<file path="config.mk">
export PLATFORM = sky130hd
export DESIGN_NAME = bpred_resolve_queue_flat
export DESIGN_NICKNAME = d
export VERILOG_FILES = /design/src/rtl/bpred_pkg.sv /design/src/rtl/bpred_resolve_queue_if.sv /design/src/rtl/bpred_resolve_fifo.sv /design/src/rtl/bpred_resolve_queue.sv /design/src/flat_wrapper.sv
export SDC_FILE = /design/constraint.sdc
export NUM_CORES = 1
export LEC_CHECK = 0
export CELL_PAD_IN_SITES_DETAIL_PLACEMENT = 1
export CELL_PAD_IN_SITES_GLOBAL_PLACEMENT = 1
export CORE_MARGIN = 2
export CORE_UTILIZATION = 50
export DETAILED_ROUTE_END_ITERATION = 10
export PLACE_DENSITY_LB_ADDON = 0.1
export SYNTH_ARGS = -nofsm -noshare
export SYNTH_HDL_FRONTEND = slang
export SYNTH_SLANG_ARGS = --single-unit
</file>
<file path="constraint.sdc">
create_clock -name clk -period 9.6 [get_ports clk]
set_clock_uncertainty 0.1 [all_clocks]
set_input_delay 1.44 -clock clk [delete_from_list [all_inputs] [get_ports clk]]
set_output_delay 1.44 -clock clk [all_outputs]
set_load 0.1 [all_outputs]
</file>
<file path="src/rtl/bpred_pkg.sv">
// Shared types for the branch resolve queue: the stored prediction record,
// default widths and the debug-port select encodings.
package bpred_pkg;

    localparam int DEF_DEPTH = 8;
    localparam int DEF_PC_W  = 32;
    localparam int DEF_BIM_W = 12;

    // One in-flight prediction, captured at fetch and consumed at resolve.
    typedef struct packed {
        logic [DEF_PC_W-1:0]  pc4;
        logic                 p_dir;
        logic [DEF_PC_W-1:0]  p_target;
        logic [DEF_BIM_W-1:0] bimodal;
    } bpred_entry_t;

    typedef enum logic [1:0] {
        DBG_COUNT   = 2'd0,
        DBG_HEAD_PC = 2'd1,
        DBG_FLAGS   = 2'd2,
        DBG_STATS   = 2'd3
    } bpred_dbg_sel_e;

endpackage

</file>
<file path="src/rtl/bpred_resolve_queue_if.sv">
// Fetch/execute/predictor-facing signal bundle of the resolve queue.
// master = the pipeline side driving pushes/resolves, slave = the queue.
interface bpred_resolve_queue_if #(
    parameter int PC_W  = 32,
    parameter int BIM_W = 12
);
    logic             fetch_push;
    logic [PC_W-1:0]  fetch_PC4;
    logic             fetch_p_dir;
    logic [PC_W-1:0]  fetch_p_target;
    logic [BIM_W-1:0] fetch_bimodal;
    logic             soin_bpredictor_stall;
    logic             execute_resolve;
    logic             execute_dir;
    logic [PC_W-1:0]  execute_target;
    logic             execute_flush;
    logic [1:0]       soin_bpredictor_debug_sel;

    logic             resolve_full;
    logic             resolve_empty;
    logic             resolve_underflow;
    logic             execute_bpredictor_update;
    logic [PC_W-1:0]  execute_bpredictor_PC4;
    logic [PC_W-1:0]  execute_bpredictor_target;
    logic             execute_bpredictor_dir;
    logic             execute_bpredictor_miss;
    logic [BIM_W-1:0] execute_bpredictor_bimodal;
    logic [31:0]      resolve_debug;

    modport master (
        output fetch_push, fetch_PC4, fetch_p_dir, fetch_p_target, fetch_bimodal,
               soin_bpredictor_stall, execute_resolve, execute_dir, execute_target,
               execute_flush, soin_bpredictor_debug_sel,
        input  resolve_full, resolve_empty, resolve_underflow,
               execute_bpredictor_update, execute_bpredictor_PC4,
               execute_bpredictor_target, execute_bpredictor_dir,
               execute_bpredictor_miss, execute_bpredictor_bimodal, resolve_debug
    );

    modport slave (
        input  fetch_push, fetch_PC4, fetch_p_dir, fetch_p_target, fetch_bimodal,
               soin_bpredictor_stall, execute_resolve, execute_dir, execute_target,
               execute_flush, soin_bpredictor_debug_sel,
        output resolve_full, resolve_empty, resolve_underflow,
               execute_bpredictor_update, execute_bpredictor_PC4,
               execute_bpredictor_target, execute_bpredictor_dir,
               execute_bpredictor_miss, execute_bpredictor_bimodal, resolve_debug
    );
endinterface

</file>
<file path="src/rtl/bpred_resolve_fifo.sv">
// Synchronous in-order FIFO of prediction records with push, pop and a
// whole-queue clear. Clear wins over push; a pop in the clear cycle is moot.
// The caller only pushes when there is room (or a pop frees a slot).
module bpred_resolve_fifo
    import bpred_pkg::*;
#(
    parameter int  DEPTH   = DEF_DEPTH,
    parameter type ENTRY_T = bpred_entry_t
) (
    input  logic                   clk,
    input  logic                   reset,
    input  logic                   push_i,
    input  logic                   pop_i,
    input  logic                   clear_i,
    input  ENTRY_T                 data_i,
    output ENTRY_T                 head_o,
    output logic                   full_o,
    output logic                   empty_o,
    output logic [$clog2(DEPTH):0] count_o
);
    localparam int PTR_W = $clog2(DEPTH);
    localparam int CNT_W = PTR_W + 1;

    ENTRY_T           mem_q [DEPTH];
    logic [PTR_W-1:0] wrPtr_q, wrPtr_d;
    logic [PTR_W-1:0] rdPtr_q, rdPtr_d;
    logic [CNT_W-1:0] count_q, count_d;

    // Next pointer/count values; pointers wrap naturally since DEPTH is a power of two.
    always_comb begin
        wrPtr_d = wrPtr_q;
        rdPtr_d = rdPtr_q;
        count_d = count_q;
        if (clear_i) begin
            wrPtr_d = '0;
            rdPtr_d = '0;
            count_d = '0;
        end else begin
            if (push_i) wrPtr_d = wrPtr_q + PTR_W'(1);
            if (pop_i)  rdPtr_d = rdPtr_q + PTR_W'(1);
            count_d = count_q + CNT_W'(push_i) - CNT_W'(pop_i);
        end
    end

    // Pointer and occupancy registers.
    always_ff @(posedge clk) begin
        if (reset) begin
            wrPtr_q <= '0;
            rdPtr_q <= '0;
            count_q <= '0;
        end else begin
            wrPtr_q <= wrPtr_d;
            rdPtr_q <= rdPtr_d;
            count_q <= count_d;
        end
    end

    // Entry storage; contents need no reset because count gates validity.
    always_ff @(posedge clk) begin
        if (push_i && !clear_i) mem_q[wrPtr_q] <= data_i;
    end

    assign head_o  = mem_q[rdPtr_q];
    assign count_o = count_q;
    assign full_o  = (count_q == CNT_W'(DEPTH));
    assign empty_o = (count_q == '0);

endmodule

</file>
<file path="src/rtl/bpred_resolve_queue.sv">
// Branch resolve queue: holds predictions in program order, compares them
// with execute outcomes at resolve and drives the predictor update port one
// cycle later. A misprediction or an external flush empties the queue after
// the head has been consumed.
// Optional: define BPRED_RESOLVE_STATS_EN for saturating update/miss counters
// readable through the debug port.
module bpred_resolve_queue
    import bpred_pkg::*;
#(
    parameter int DEPTH = DEF_DEPTH,
    parameter int PC_W  = DEF_PC_W,
    parameter int BIM_W = DEF_BIM_W
) (
    input logic                  clk,
    input logic                  reset,
    bpred_resolve_queue_if.slave bus
);
    typedef struct packed {
        logic [PC_W-1:0]  pc4;
        logic             p_dir;
        logic [PC_W-1:0]  p_target;
        logic [BIM_W-1:0] bimodal;
    } entry_t;

    entry_t                 pushEntry;
    entry_t                 headEntry;
    logic                   fifoFull;
    logic                   fifoEmpty;
    logic [$clog2(DEPTH):0] fifoCount;

    logic popEn, missNow, flushNow, pushEn;

    logic             update_q;
    logic [PC_W-1:0]  pc4_q;
    logic [PC_W-1:0]  target_q;
    logic             dir_q;
    logic             miss_q;
    logic [BIM_W-1:0] bimodal_q;
    logic             underflow_q, underflow_d;
    logic [31:0]      debug;

    assign pushEntry = '{pc4: bus.fetch_PC4, p_dir: bus.fetch_p_dir,
                         p_target: bus.fetch_p_target, bimodal: bus.fetch_bimodal};

    // Resolve decision: pop the head, judge it, and decide whether younger
    // entries are wrong-path (flush) so the same-cycle push must be dropped.
    always_comb begin
        popEn    = bus.execute_resolve & ~fifoEmpty;
        missNow  = popEn & ((headEntry.p_dir != bus.execute_dir) |
                            (bus.execute_dir & headEntry.p_dir &
                             (headEntry.p_target != bus.execute_target)));
        flushNow = bus.execute_flush | missNow;
        pushEn   = bus.fetch_push & ~bus.soin_bpredictor_stall &
                   (~fifoFull | popEn) & ~flushNow;
    end

    bpred_resolve_fifo #(
        .DEPTH   (DEPTH),
        .ENTRY_T (entry_t)
    ) u_fifo (
        .clk     (clk),
        .reset   (reset),
        .push_i  (pushEn),
        .pop_i   (popEn),
        .clear_i (flushNow),
        .data_i  (pushEntry),
        .head_o  (headEntry),
        .full_o  (fifoFull),
        .empty_o (fifoEmpty),
        .count_o (fifoCount)
    );

    // Underflow is sticky until reset: any resolve that finds nothing to pop.
    always_comb begin
        underflow_d = underflow_q | (bus.execute_resolve & fifoEmpty);
    end

    // Registered predictor update; payload holds when no update is issued.
    always_ff @(posedge clk) begin
        if (reset) begin
            update_q    <= 1'b0;
            pc4_q       <= '0;
            target_q    <= '0;
            dir_q       <= 1'b0;
            miss_q      <= 1'b0;
            bimodal_q   <= '0;
            underflow_q <= 1'b0;
        end else begin
            update_q    <= popEn;
            underflow_q <= underflow_d;
            if (popEn) begin
                pc4_q     <= headEntry.pc4;
                bimodal_q <= headEntry.bimodal;
                target_q  <= bus.execute_target;
                dir_q     <= bus.execute_dir;
                miss_q    <= missNow;
            end
        end
    end

`ifdef BPRED_RESOLVE_STATS_EN
    logic [31:0] updCnt_q;
    logic [31:0] missCnt_q;

    // Saturating counts of updates issued and of mispredictions among them.
    always_ff @(posedge clk) begin
        if (reset) begin
            updCnt_q  <= '0;
            missCnt_q <= '0;
        end else if (popEn) begin
            if (updCnt_q != '1)             updCnt_q  <= updCnt_q + 32'd1;
            if (missNow && missCnt_q != '1) missCnt_q <= missCnt_q + 32'd1;
        end
    end
`endif

    // Debug word selection.
    always_comb begin
        debug = '0;
        case (bpred_dbg_sel_e'(bus.soin_bpredictor_debug_sel))
`ifdef BPRED_RESOLVE_STATS_EN
            DBG_COUNT:   debug = {8'(fifoCount), updCnt_q[23:0]};
            DBG_STATS:   debug = missCnt_q;
`else
            DBG_COUNT:   debug = 32'(fifoCount);
            DBG_STATS:   debug = '0;
`endif
            DBG_HEAD_PC: debug = 32'(headEntry.pc4);
            DBG_FLAGS:   debug = {29'b0, underflow_q, fifoFull, fifoEmpty};
            default:     debug = '0;
        endcase
    end

    assign bus.resolve_full               = fifoFull;
    assign bus.resolve_empty              = fifoEmpty;
    assign bus.resolve_underflow          = underflow_q;
    assign bus.execute_bpredictor_update  = update_q;
    assign bus.execute_bpredictor_PC4     = pc4_q;
    assign bus.execute_bpredictor_target  = target_q;
    assign bus.execute_bpredictor_dir     = dir_q;
    assign bus.execute_bpredictor_miss    = miss_q;
    assign bus.execute_bpredictor_bimodal = bimodal_q;
    assign bus.resolve_debug              = debug;

endmodule

</file>
<file path="src/flat_wrapper.sv">
// flat-port wrapper written by rule: the top's interface ports become plain ports
module bpred_resolve_queue_flat import bpred_pkg::*;
#(
    parameter int DEPTH = DEF_DEPTH,
    parameter int PC_W  = DEF_PC_W,
    parameter int BIM_W = DEF_BIM_W
)
  (clk, reset, bus_fetch_push, bus_fetch_PC4, bus_fetch_p_dir, bus_fetch_p_target, bus_fetch_bimodal, bus_soin_bpredictor_stall, bus_execute_resolve, bus_execute_dir, bus_execute_target, bus_execute_flush, bus_soin_bpredictor_debug_sel, bus_resolve_full, bus_resolve_empty, bus_resolve_underflow, bus_execute_bpredictor_update, bus_execute_bpredictor_PC4, bus_execute_bpredictor_target, bus_execute_bpredictor_dir, bus_execute_bpredictor_miss, bus_execute_bpredictor_bimodal, bus_resolve_debug);
  bpred_resolve_queue_if #(.PC_W(PC_W), .BIM_W(BIM_W)) bus_i ();
  input logic clk;
  input logic reset;
  input wire logic [$bits(bus_i.fetch_push)-1:0] bus_fetch_push;
  input wire logic [$bits(bus_i.fetch_PC4)-1:0] bus_fetch_PC4;
  input wire logic [$bits(bus_i.fetch_p_dir)-1:0] bus_fetch_p_dir;
  input wire logic [$bits(bus_i.fetch_p_target)-1:0] bus_fetch_p_target;
  input wire logic [$bits(bus_i.fetch_bimodal)-1:0] bus_fetch_bimodal;
  input wire logic [$bits(bus_i.soin_bpredictor_stall)-1:0] bus_soin_bpredictor_stall;
  input wire logic [$bits(bus_i.execute_resolve)-1:0] bus_execute_resolve;
  input wire logic [$bits(bus_i.execute_dir)-1:0] bus_execute_dir;
  input wire logic [$bits(bus_i.execute_target)-1:0] bus_execute_target;
  input wire logic [$bits(bus_i.execute_flush)-1:0] bus_execute_flush;
  input wire logic [$bits(bus_i.soin_bpredictor_debug_sel)-1:0] bus_soin_bpredictor_debug_sel;
  output wire logic [$bits(bus_i.resolve_full)-1:0] bus_resolve_full;
  output wire logic [$bits(bus_i.resolve_empty)-1:0] bus_resolve_empty;
  output wire logic [$bits(bus_i.resolve_underflow)-1:0] bus_resolve_underflow;
  output wire logic [$bits(bus_i.execute_bpredictor_update)-1:0] bus_execute_bpredictor_update;
  output wire logic [$bits(bus_i.execute_bpredictor_PC4)-1:0] bus_execute_bpredictor_PC4;
  output wire logic [$bits(bus_i.execute_bpredictor_target)-1:0] bus_execute_bpredictor_target;
  output wire logic [$bits(bus_i.execute_bpredictor_dir)-1:0] bus_execute_bpredictor_dir;
  output wire logic [$bits(bus_i.execute_bpredictor_miss)-1:0] bus_execute_bpredictor_miss;
  output wire logic [$bits(bus_i.execute_bpredictor_bimodal)-1:0] bus_execute_bpredictor_bimodal;
  output wire logic [$bits(bus_i.resolve_debug)-1:0] bus_resolve_debug;
  assign bus_i.fetch_push = bus_fetch_push;
  assign bus_i.fetch_PC4 = bus_fetch_PC4;
  assign bus_i.fetch_p_dir = bus_fetch_p_dir;
  assign bus_i.fetch_p_target = bus_fetch_p_target;
  assign bus_i.fetch_bimodal = bus_fetch_bimodal;
  assign bus_i.soin_bpredictor_stall = bus_soin_bpredictor_stall;
  assign bus_i.execute_resolve = bus_execute_resolve;
  assign bus_i.execute_dir = bus_execute_dir;
  assign bus_i.execute_target = bus_execute_target;
  assign bus_i.execute_flush = bus_execute_flush;
  assign bus_i.soin_bpredictor_debug_sel = bus_soin_bpredictor_debug_sel;
  assign bus_resolve_full = bus_i.resolve_full;
  assign bus_resolve_empty = bus_i.resolve_empty;
  assign bus_resolve_underflow = bus_i.resolve_underflow;
  assign bus_execute_bpredictor_update = bus_i.execute_bpredictor_update;
  assign bus_execute_bpredictor_PC4 = bus_i.execute_bpredictor_PC4;
  assign bus_execute_bpredictor_target = bus_i.execute_bpredictor_target;
  assign bus_execute_bpredictor_dir = bus_i.execute_bpredictor_dir;
  assign bus_execute_bpredictor_miss = bus_i.execute_bpredictor_miss;
  assign bus_execute_bpredictor_bimodal = bus_i.execute_bpredictor_bimodal;
  assign bus_resolve_debug = bus_i.resolve_debug;
  bpred_resolve_queue #(.DEPTH(DEPTH), .PC_W(PC_W), .BIM_W(BIM_W)) u_core (.clk(clk), .reset(reset), .bus(bus_i));
endmodule
</file>
* Word level (Yosys, flattened, before mapping)
Memory sizes are Yosys's and may differ from the RTL's. A register that Yosys moved wholly into a read port is not among the register bits.
Cells that the tools add are included.
W data, S select, Z words.
** Storage, ports and cells
- Register bits :: 90
- Bits in latches :: 0
- Bits in writable memories :: 616
- Bits in read-only memories :: 0
- Input bits :: 118
- Output and inout port bits :: 114
- Logic and storage cells :: 47
- Memories kept :: 1
** Operators by class
- Add/subtract/negate cells :: 4
- $mul :: 0
- Div/mod/pow operators :: 0
- Magnitude comparators :: 0
- Equal/unequal tests :: 6
- Shift-type cells :: 0
- Mux-type cells :: 5
- Bitwise logic cells :: 16
- Reductions and logical operators :: 5
** Memories
- u_core.u_fifo.mem_q :: depth 8, bits a word 77, rd ports 1, clocked after Yosys merged registers in 1, write ports 1, line bpred_resolve_fifo.sv:24 : ENTRY_T mem_q [DEPTH];
** Operators by type and width (number)
- $pmux W32 S4 :: 1
- $ne A32 B32 Y1 :: 1
- $and A1 B1 Y1 :: 8
- $add A3 B1 Y3 const B :: 2
- $mux W3 :: 2
- $add A4 B1 Y4 :: 1
- $eq A2 B2 Y1 const B :: 2
- $eq A4 B4 Y1 const B :: 1
- $logic_not A4 Y1 :: 1
- $not A1 Y1 :: 4
- $or A1 B1 Y1 :: 4
- $sub A4 B1 Y4 :: 1
- $eq A2 B1 Y1 const B :: 1
- $logic_not A2 Y1 :: 1
- $mux W1 :: 2
- $reduce_or A2 Y1 :: 1
- $logic_and A1 B1 Y1 :: 1
- $logic_not A1 Y1 :: 1
- $ne A1 B1 Y1 :: 1

* Depth between registers and ports, before layout
Gate-level depths: netlist of run 1.
- Word-level depth :: 10
- Depth in mapped cells :: 21
- Mapped depth without buffers :: 15

* Hierarchy
A second synthesis of run 1 with hierarchy kept.
** Unflattened totals
- Cells, all modules :: 1410
- Area total of the unflattened synthesis :: 27432.6 µm²
** Modules (own cells, without submodules)
- bpred_resolve_fifo :: times used 1, cells each 964, area each 24010.5 µm², sequential area each 18758.0 µm²
- bpred_resolve_queue :: times used 1, cells each 446, area each 3422.0 µm², sequential area each 1601.5 µm²

* Worst setup path before layout of run 1
OpenSTA, ideal clock, no wires.
- Kind :: reg-to-reg
- From :: reg u_core.u_fifo.count_q[2] (netlist: u_core.u_fifo.count_o[2])
- To :: mem u_core.u_fifo.mem_q[1][0] (netlist name), enable pin
- Setup time :: 0.554 ns
- Data arrival time :: 8.132 ns
- Required time :: 8.946 ns
- Path slack :: 0.814 ns
- Cell stages (with the launch flop) :: 11
- Path buffers :: 2
- Clock period less this slack :: 8.786 ns
- Cells stage by stage :: dfxtp_1 > inv_1 > ha_1 > nor3b_1 > nand2b_1 > clkbuf_1 > inv_2 > a21oi_1 > a41oi_1 > buf_2 > nor4b_2
** On the way
- Longest elaborated chain between the ends :: 10
- Elaborated cells between the ends (all ways) :: 15
- Classes of those cells :: eq/ne: 1; mux: 2; bitwise: 9; reduce/logical: 3
** Ends and longest elaborated chain
- start, declared :: line bpred_resolve_fifo.sv:27 : logic [CNT_W-1:0] count_q, count_d;
- start signal, assigned :: line bpred_resolve_fifo.sv:54 : count_q <= count_d;
- $logic_not A4 Y1 * :: line bpred_resolve_fifo.sv:66 : assign empty_o = (count_q == '0);
- via bus_resolve_empty :: line flat_wrapper.sv:24 : output wire logic [$bits(bus_i.resolve_empty)-1:0] bus_resolve_empty;
- $not A1 Y1 * :: line bpred_resolve_queue.sv:48 : popEn = bus.execute_resolve & ~fifoEmpty;
- $and A1 B1 Y1 * :: line bpred_resolve_queue.sv:48
- $and A1 B1 Y1 :: line bpred_resolve_queue.sv:49 : missNow = popEn & ((headEntry.p_dir != bus.execute_dir) |
- $or A1 B1 Y1 :: line bpred_resolve_queue.sv:52 : flushNow = bus.execute_flush | missNow;
- $not A1 Y1 :: line bpred_resolve_queue.sv:54 : (~fifoFull | popEn) & ~flushNow;
- $and A1 B1 Y1 :: line bpred_resolve_queue.sv:54
- $logic_and A1 B1 Y1 * :: line bpred_resolve_fifo.sv:60 : if (push_i && !clear_i) mem_q[wrPtr_q] <= data_i;
- $mux W1 * :: line bpred_resolve_fifo.sv:60
- $mux W1 (implied by the code) * :: line bpred_resolve_fifo.sv:60
- end, declared :: line bpred_resolve_fifo.sv:24
The timed path passes the listed nets; every way through them passes the cells marked *.

==> results of run 1 <==
layout make-up:
type / count / area, um^2 / area share, %
well taps: 696 / 871 / 2.68
clock inverters: 29 / 304 / 0.937
repair buffers: 250 / 2480 / 7.64
clock buffers: 105 / 2060 / 6.36
multi-input cells: 606 / 6310 / 19.5
flip-flops and latches: 709 / 20400 / 62.8
diodes: 3 / 7.51 / 0.0231
inverters: 8 / 32.5 / 0.100
registers in the layout (all words and copies together) (netlist names), 3 cells and up, named ones only:
name,count
u_core.u_fifo.mem_q,616
u_core.bus.execute_bpredictor_PC4,32
u_core.bus.execute_bpredictor_target,32
u_core.bus.execute_bpredictor_bimodal,12
u_core.u_fifo.count_o,4
u_core.u_fifo.rdPtr_q,3
u_core.u_fifo.wrPtr_q,3
cells in the final DEF, fill, tap and decap left out, types with 6 or more instances in the layout:
cell type                         synthesis  final
sky130_fd_sc_hd__a21oi_1                 37     37
sky130_fd_sc_hd__nor3_1                  10     10
sky130_fd_sc_hd__nand2b_1                 7      7
sky130_fd_sc_hd__or3_1                    8      8
sky130_fd_sc_hd__buf_4                    5     18
sky130_fd_sc_hd__o21ai_0                  8      8
sky130_fd_sc_hd__mux2i_1                 89     89
sky130_fd_sc_hd__nor2_1                  88     83
sky130_fd_sc_hd__clkbuf_16                0     77
sky130_fd_sc_hd__mux2_2                  17     17
sky130_fd_sc_hd__xor2_1                  27     27
sky130_fd_sc_hd__bufinv_16                0      6
sky130_fd_sc_hd__clkinv_1                 0      9
sky130_fd_sc_hd__edfxtp_1               616    616
sky130_fd_sc_hd__nand4_1                 11     11
sky130_fd_sc_hd__a22o_1                   8      8
sky130_fd_sc_hd__nand2_1                 70     70
sky130_fd_sc_hd__inv_1                    7      7
sky130_fd_sc_hd__clkinv_2                 0      8
sky130_fd_sc_hd__clkdlybuf4s50_1          0    230
sky130_fd_sc_hd__mux4_2                 138    138
sky130_fd_sc_hd__ha_1                     9      9
sky130_fd_sc_hd__clkbuf_1                38     25
sky130_fd_sc_hd__a211oi_1                45     45
sky130_fd_sc_hd__o22ai_1                 11     11
sky130_fd_sc_hd__dfxtp_1                 93     90
tightest hold or removal path: cells and delay by family (launching register included):
| kind | cells | cell delay (ps) |
|---|---|---|
| AND/OR/NAND/NOR | 1 | 50 |
| AO/OA/AOI/OAI | 1 | 50 |
| flip-flops | 1 | 300 |
worst paths after layout:
check	startpoint	to	slack, ps	cells past startpoint
worst min register to register	u_core.bus.execute_bpredictor_target[31]	u_core.bus.execute_bpredictor_target[31]	360	2
worst min-delay path	u_core.bus.execute_bpredictor_target[31]	u_core.bus.execute_bpredictor_target[31]	360	2
worst max register to register	flop	u_core.u_fifo.mem_q[7][64]	3300	10
worst max-delay path	flop	u_core.u_fifo.mem_q[7][64]	3300	10
cell families after synthesis:
logic type	Yosys count	share of synthesized area, %
AOI/OAI and AO/OA	113	2.72
adders and majority gates	10	0.491
and+or+nand+nor	209	3.46
buffers and inverters	87	1.43
xor gates and xnor gates	30	0.973
DFF	709	75.4
muxes	244	15.5
metal layers:
metal	track usage (%)	routed length, um	vias up
met5	0	28	-
li1	-	-	6096
met1	31.2	26700	7269
met2	37.8	31400	347
met3	5.01	3180	76
met4	6.06	1100	4
power groups by stage:
| stage | Sequential [mW] | Clock [mW] | Combinational (mW) |
|---|---|---|---|
| after global routing | 3.61 | 2.98 | 1.95 |
| final | 3.59 | 2.81 | 1.85 |
| after detailed placement | 3.66 | 0 | 1.86 |
| after global placement | 3.65 | 0 | 1.83 |
| after CTS | 3.59 | 2.87 | 1.87 |
| after floorplan | 4.40 | 0 | 0.628 |
per-stage QoR:
step | hold WS, ps | instance area, um^2 | power [mW] | instances
after floorplan | 414 | 27000 | 5.02 | 1402
after global placement | 342 | 30100 | 5.48 | 2269
after detailed placement | 348 | 30100 | 5.52 | 2269
after CTS | 356 | 32400 | 8.33 | 2403
after global routing | 376 | 32400 | 8.53 | 2406
final | 355 | 32400 | 8.25 | 2406
==> qor.log, run 1 <==
qor: setup_path.critPathMaxFanout 54
qor: final_layout.syn_to_final_growth 20.2%
qor: setup_path.critPathRequiredTime 9720 ps
qor: clock_tree.cts_made_buffers 73
qor: yosys.synth_edf_count 616
qor: power_and_ir_drop.cellPowerDensity 254 mW/mm^2
qor: global_route.via_count_of_the_first_global_routing_pass 15100
qor: yosys.dominantRegCellSynth sky130_fd_sc_hd__edfxtp_1
qor: clock_tree.clock-root-buffer sky130_fd_sc_hd__clkbuf_16
qor: setup_path.startpoint_type flop
qor: sta.final_ws_setup 3300 ps
qor: clock_tree.cts.clk_slew.worst_paths 60 ps
qor: clock_tree.tritoncts done
qor: sta.worst_slew_pin_slew 1180 ps
qor: power_and_ir_drop.seq_power_share 43.5%
qor: yosys.synthTopCellsByCount sky130_fd_sc_hd__edfxtp_1, sky130_fd_sc_hd__mux4_2, sky130_fd_sc_hd__dfxtp_1
qor: floorplan.initial_utilization 50.4%
qor: sta.rsz0062_at_grt false
qor: status.run_status finished clean
qor: setup_path.critPathKind flop to flop
qor: clock_tree.htreeDepth 3
qor: global_route.wire_length_of_the_first_global_routing_pass 94.9 mm
qor: power_and_ir_drop.power.combinational.fraction 22.5%
qor: setup_path.crit_chain buf_4 -> mux2_2 -> o22ai_1 -> or3_1 -> nand4_1 -> nor4_1 -> a41oi_2 -> buf_4 -> nor2_4 -> buf_4
qor: yosys.seq_area_frac_synth 75.4%
qor: sta.fin_hold_viols 0
qor: setup_path.timing.critical_path.slowest_cell_delay 1070 ps
qor: setup_path.critPathMostFrequentCell sky130_fd_sc_hd__buf_4
qor: yosys.synth_top_cell_by_area sky130_fd_sc_hd__edfxtp_1
qor: sta.final.period_utilization 65.6%
qor: power_and_ir_drop.clock_power_share 34.0%
qor: yosys.synth_area 0.0270 mm^2
qor: floorplan.ios 232
qor: final_layout.final_net_count 1776
qor: yosys.synth.top_cell.area_share 68.5%
qor: clock_tree.cts.sink_count 709
qor: final_layout.final_layout_size_suffix_gt1_share 17.0%
qor: sta.totalNegativeSetupSlack 0 ps
qor: clock_tree.clk_buf_depth 3
qor: clock_tree.hold_buffer_count_at_cts 0
qor: drt.drcViolationCount 0
qor: placed_design.dpl_worst_slack 3370 ps
qor: yosys.synth.net_count 1530
qor: setup_path.crit_path_end_kind flop
qor: power_and_ir_drop.leakage 9.91 nW
qor: setup_path.crit_buf_inv 3
qor: floorplan.die-area 0.0559 mm^2
qor: hold_path.min_path_type flop to flop
qor: floorplan.rows 85
qor: final_layout.final_util 60.5%
qor: floorplan.coreArea 0.0536 mm^2
qor: placed_design.globalplace.congestion 0.725
qor: power_and_ir_drop.netSwitchingPower 2.60 mW
qor: drt.first_iteration_detailed_routing_drc_count 1043
qor: drt.viasPerCell 5.73
qor: yosys.synth_cell_type_count 40
qor: floorplan.die_w 236 um
qor: yosys.instance_count_of_the_mapped_netlist 1402
qor: yosys.synth_async_sr_flop_share 0%
qor: power_and_ir_drop.max-vdd-ir-drop 196 uV
qor: drt.routedWlPerCell 26.0 um
qor: flow_run.max_cap_viol_count 0
qor: global_route.grt_start_max_net_pins 95
qor: yosys.synth-seq-cells 709
qor: drt.postRouteWirelength 62.5 mm
qor: yosys.syn_area_per_cell 19.3 um^2
qor: sta.max_freq 0.159 GHz
qor: sta.setup_viol 0
qor: power_and_ir_drop.switching_share 31.5%
qor: yosys.yosys_warnings 0
qor: drt.ant_nets 0
qor: drt.num_vias 13800
qor: clock_tree.ctsResizeCount 0
qor: placed_design.portBuffers 231
qor: floorplan.die_y 236 um
qor: placed_design.dp_hpwl 36.3 mm
qor: setup_path.worst_ep_arrival_time 6420 ps
qor: sta.fin_crit 6300 ps
qor: sta.relSlewSlack 21.4%
qor: drt.drtPass1Iterations 5
qor: clock_tree.clkLatencyLatePin 610 ps
qor: global_route.antenna_found_initial 5
qor: sta.finalMaxSlewViolations 0
qor: clock_tree.cts_setup_buffers 0
qor: global_route.gr-total-overflow 0
qor: setup_path.crit_slowest_cell sky130_fd_sc_hd__dfxtp_4
qor: final_layout.fillCellCount 4634
qor: yosys.synthTopCellsByArea sky130_fd_sc_hd__edfxtp_1, sky130_fd_sc_hd__mux4_2, sky130_fd_sc_hd__dfxtp_1, sky130_fd_sc_hd__mux2i_1, sky130_fd_sc_hd__a211oi_1
qor: setup_path.top_delay_family_on_crit_path buffers and inverters
qor: yosys.synth.most_common_cell sky130_fd_sc_hd__edfxtp_1
qor: global_route.groute.usage.overall 22.9%
qor: power_and_ir_drop.internal_power 5.66 mW
Note: power is estimated with default switching activity, not from simulation.
==> run 2, diff against run 1 <==
--- a/config.mk
+++ b/config.mk
@@ -8,7 +8,7 @@
 export CELL_PAD_IN_SITES_DETAIL_PLACEMENT = 1
 export CELL_PAD_IN_SITES_GLOBAL_PLACEMENT = 1
 export CORE_MARGIN = 2
-export CORE_UTILIZATION = 50
+export CORE_UTILIZATION = 45
 export DETAILED_ROUTE_END_ITERATION = 10
 export PLACE_DENSITY_LB_ADDON = 0.1
 export SYNTH_ARGS = -nofsm -noshare
==> constraint.sdc (replaced) <==
create_clock -name clk -period 5.7 [get_ports clk]
set_clock_uncertainty 0.1 [all_clocks]
set_input_delay 0.855 -clock clk [delete_from_list [all_inputs] [get_ports clk]]
set_output_delay 0.855 -clock clk [all_outputs]
set_load 0.1 [all_outputs]
==> run 2 against run 1 <==
Net effect: first-iteration DRC count fell by 20%; non-clock buffer count rose by 16; worst hold slack improved by 2.5 ps; global-route usage fell by 2.4 points; sequential share of layout area fell by 0.60 points; total power rose by 69%; setup slack got worse by 2500 ps; via count fell by 0.46%; register-to-register slack got worse by 2300 ps; critical path depth fell by 4; sequential cell count did not move; clock power rose by 68%; highest routed layer unchanged.
==> qor.log, run 2 (same netlist as run 1, synthesis figures left out) <==
qor: status.run_status finished clean [unchanged]
qor: sta.worst_slew_pin_slew 1120 ps [was 1180 ps]
qor: final_layout.final_net_count 1795 [was 1776]
qor: drt.route.layer.met1.wl 27.5 mm [was 26.7 mm]
qor: clock_tree.cts.sink_count 709 [unchanged]
qor: sta.fin_crit 4930 ps
qor: drt.num_vias 13700 [was 13800]
qor: setup_path.critPathRequiredTime 4740 ps [was 9720 ps]
qor: setup_path.timing.critical_path.slowest_cell_delay 1000 ps [was 1070 ps]
qor: setup_path.r2r.worst_path.cells 11 [was 10]
qor: drt.postRouteWirelength 62.2 mm [was 62.5 mm]
qor: drt.route.top_layer_used met5 [unchanged]
qor: setup_path.worst_ep_arrival_time 3980 ps [was 6420 ps]
qor: final_layout.antennaDiodeCount 0 [was 3]
qor: drt.wl_met3 3.19 mm [was 3.18 mm]
qor: setup_path.top_delay_family_on_crit_path buffers and inverters [unchanged]
qor: final_layout.syn_to_final_growth 21.3% [was 20.2%]
qor: drt.drtPass1Iterations 5 [unchanged]
qor: setup_path.crit_slowest_cell sky130_fd_sc_hd__clkdlybuf4s50_1 [was sky130_fd_sc_hd__dfxtp_4]
qor: sta.finalMaxSlewViolations 0 [unchanged]
qor: drt.viasPerCell 5.48 [was 5.73]
qor: floorplan.initial_utilization 45.7% [was 50.4%]
qor: setup_path.crit_chain buf_12 -> buf_4 -> mux4_2 -> mux2i_1 -> a211oi_1 -> clkdlybuf4s50_1 [was buf_4 -> mux2_2 -> o22ai_1 -> or3_1 -> nand4_1 -> nor4_1 -> a41oi_2 -> buf_4 -> nor2_4 -> buf_4]
qor: drt.routedWlPerCell 24.9 um [was 26.0 um]
qor: floorplan.die_y 249 um [was 236 um]
qor: global_route.via_count_of_the_first_global_routing_pass 15100 [about the same]
qor: final_layout.instances_no_fill 2504 [was 2406]
qor: drt.first_iteration_detailed_routing_drc_count 834 [was 1043]
qor: sta.hold-worst-slack 358 ps [was 355 ps]
qor: sta.max_freq 0.203 GHz
qor: sta.rsz0062_at_grt false [unchanged]
qor: flow_run.max_cap_viol_count 0 [unchanged]
qor: final_layout.mostFrequentLayoutCell sky130_fd_sc_hd__edfxtp_1 [unchanged]
qor: global_route.wire_length_of_the_first_global_routing_pass 95.5 mm [was 94.9 mm]
qor: final_layout.fillCellCount 5209 [was 4634]
qor: setup_path.path_depth 6 [was 10]
qor: clock_tree.cts.clk_slew.worst_paths 60 ps [about the same]
qor: sta.final.period_utilization 86.5%
qor: global_route.groute.usage.overall 20.5% [was 22.9%]
qor: final_layout.final_util 55.4% [was 60.5%]
qor: clock_tree.ctsResizeCount 0 [unchanged]
qor: floorplan.coreArea 0.0591 mm^2 [was 0.0536 mm^2]
qor: drt.met2WireLength 30.5 mm [was 31.4 mm]
qor: sta.fin_hold_viols 0 [unchanged]
qor: drt.ant_nets 0 [unchanged]
qor: clock_tree.htreeDepth 3 [unchanged]
qor: clock_tree.clock-root-buffer sky130_fd_sc_hd__clkbuf_16 [unchanged]
qor: global_route.gr-total-overflow 0 [unchanged]
qor: clock_tree.tritoncts done [unchanged]
qor: power_and_ir_drop.leakage 10.1 nW [was 9.91 nW]
qor: drt.drcViolationCount 0 [unchanged]
qor: final_layout.final_layout_size_suffix_gt1_share 20.2% [was 17.0%]
qor: hold_path.min_path_type flop to flop [unchanged]
qor: sta.relSlewSlack 25.4% [was 21.4%]
qor: global_route.grt_start_max_net_pins 75 [was 95]
qor: floorplan.ios 232 [unchanged]
qor: placed_design.globalplace.congestion 0.747 [was 0.725]
qor: clock_tree.cts_setup_buffers 0 [unchanged]
qor: clock_tree.hold_buffer_count_at_cts 0 [unchanged]
qor: hold_path.hold_path_cell_cnt 2 [unchanged]
qor: final_layout.largest_register u_core.u_fifo.mem_q [unchanged]
qor: setup_path.crit_path_end_kind output pin [was flop]
qor: global_route.antenna_found_initial 7 [was 5]
qor: floorplan.die-area 0.0620 mm^2 [was 0.0559 mm^2]
qor: floorplan.die_w 249 um [was 236 um]
qor: power_and_ir_drop.cellPowerDensity 425 mW/mm^2 [was 254 mW/mm^2]
qor: sta.totalNegativeSetupSlack 0 ps [unchanged]
qor: sta.setup_viol 0 [unchanged]
qor: floorplan.rows 89 [was 85]
qor: placed_design.portBuffers 231 [unchanged]
qor: clock_tree.clk_buf_depth 3 [unchanged]
qor: clock_tree.clkLatencyLatePin 610 ps [about the same]
qor: final_layout.layout.cells.most_common_list sky130_fd_sc_hd__edfxtp_1, sky130_fd_sc_hd__clkdlybuf4s50_1, sky130_fd_sc_hd__mux4_2, sky130_fd_sc_hd__dfxtp_1, sky130_fd_sc_hd__mux2i_1 [unchanged]
qor: setup_path.critPathKind flop to output pin [was flop to flop]
qor: placed_design.dp_hpwl 37.1 mm [was 36.3 mm]
qor: power_and_ir_drop.max-vdd-ir-drop 298 uV [was 196 uV]
qor: setup_path.critPathMaxFanout 44 [was 54]
qor: clock_tree.cts_made_buffers 76 [was 73]
qor: final_layout.largest_register_ff_count 616 [unchanged]
qor: placed_design.place.detailed.instances 2362 [was 2269]
qor: setup_path.crit_buf_inv 3 [unchanged]
qor: setup_path.startpoint_type flop [unchanged]
-- run 2: cell count changes in the layout (fill, tap and decap cells not counted), moves of 3 or more --
cell | before | now
sky130_fd_sc_hd__diode_2 | 3 | 0
sky130_fd_sc_hd__clkbuf_8 | 3 | 12
sky130_fd_sc_hd__buf_12 | 2 | 11
sky130_fd_sc_hd__buf_4 | 18 | 56
sky130_fd_sc_hd__clkinv_2 | 8 | 11
sky130_fd_sc_hd__clkdlybuf4s50_1 | 230 | 199
sky130_fd_sc_hd__bufinv_16 | 6 | 2
-- run 2: area by class of cell --
class                      instances  area [um^2]  area share, %
tap                              773          967           2.95
inverter                           8         32.5         0.0993
clock buffer                     113         2200           6.73
timing repair buffer             266         2630           8.04
clock inverter                    29          215          0.657
sequential                       709        20400           62.2
multi-input combinational        606         6330           19.3
-- run 2: power breakdown --
| part | total, mW | switching, mW | internal (mW) |
|---|---|---|---|
| combinational | 3.17 | 2.30 | 0.862 |
| clock | 4.72 | 1.95 | 2.77 |
| sequential | 6.02 | 0.139 | 5.88 |
-- run 2: metal layers --
layer | track usage [%] | vias up
li1 | - | 6159
met1 | 28.3 | 7173
met4 | 5.45 | 10
met2 | 33.5 | 312
met5 | 0 | -
met3 | 4.21 | 75
-- run 2: worst register-to-register path: stages, from the launching register on --
cell,delay (ps)
sky130_fd_sc_hd__dfxtp_4,560
sky130_fd_sc_hd__buf_12,340
sky130_fd_sc_hd__buf_4,250
sky130_fd_sc_hd__mux4_2,500
sky130_fd_sc_hd__mux2i_1,210
sky130_fd_sc_hd__xor2_1,170
sky130_fd_sc_hd__nand4_1,130
sky130_fd_sc_hd__nor4_2,500
sky130_fd_sc_hd__a41oi_2,240
sky130_fd_sc_hd__buf_4,300
sky130_fd_sc_hd__and4bb_4,700
sky130_fd_sc_hd__buf_12,350
-- run 2: final timing paths --
kind | slack (ps) | end | startpoint
max | 770 | bus_resolve_debug[3] | flop
min | 360 | u_core.bus.execute_bpredictor_target[18] | u_core.bus.execute_bpredictor_target[18]
max reg2reg | 990 | u_core.u_fifo.mem_q[0][37] | flop
min reg2reg | 360 | u_core.bus.execute_bpredictor_target[18] | u_core.bus.execute_bpredictor_target[18]
-- run 2: through the flow --
step / setup WS [ps] / area (um^2) / total power, mW
global route: 594 / 32700 / 14.4
global placement: 1010 / 30300 / 9.28
floorplan: 6.03 / 27100 / 8.48
CTS: 663 / 32700 / 14.1
finish: 769 / 32700 / 13.9
detailed placement: 936 / 30300 / 9.32
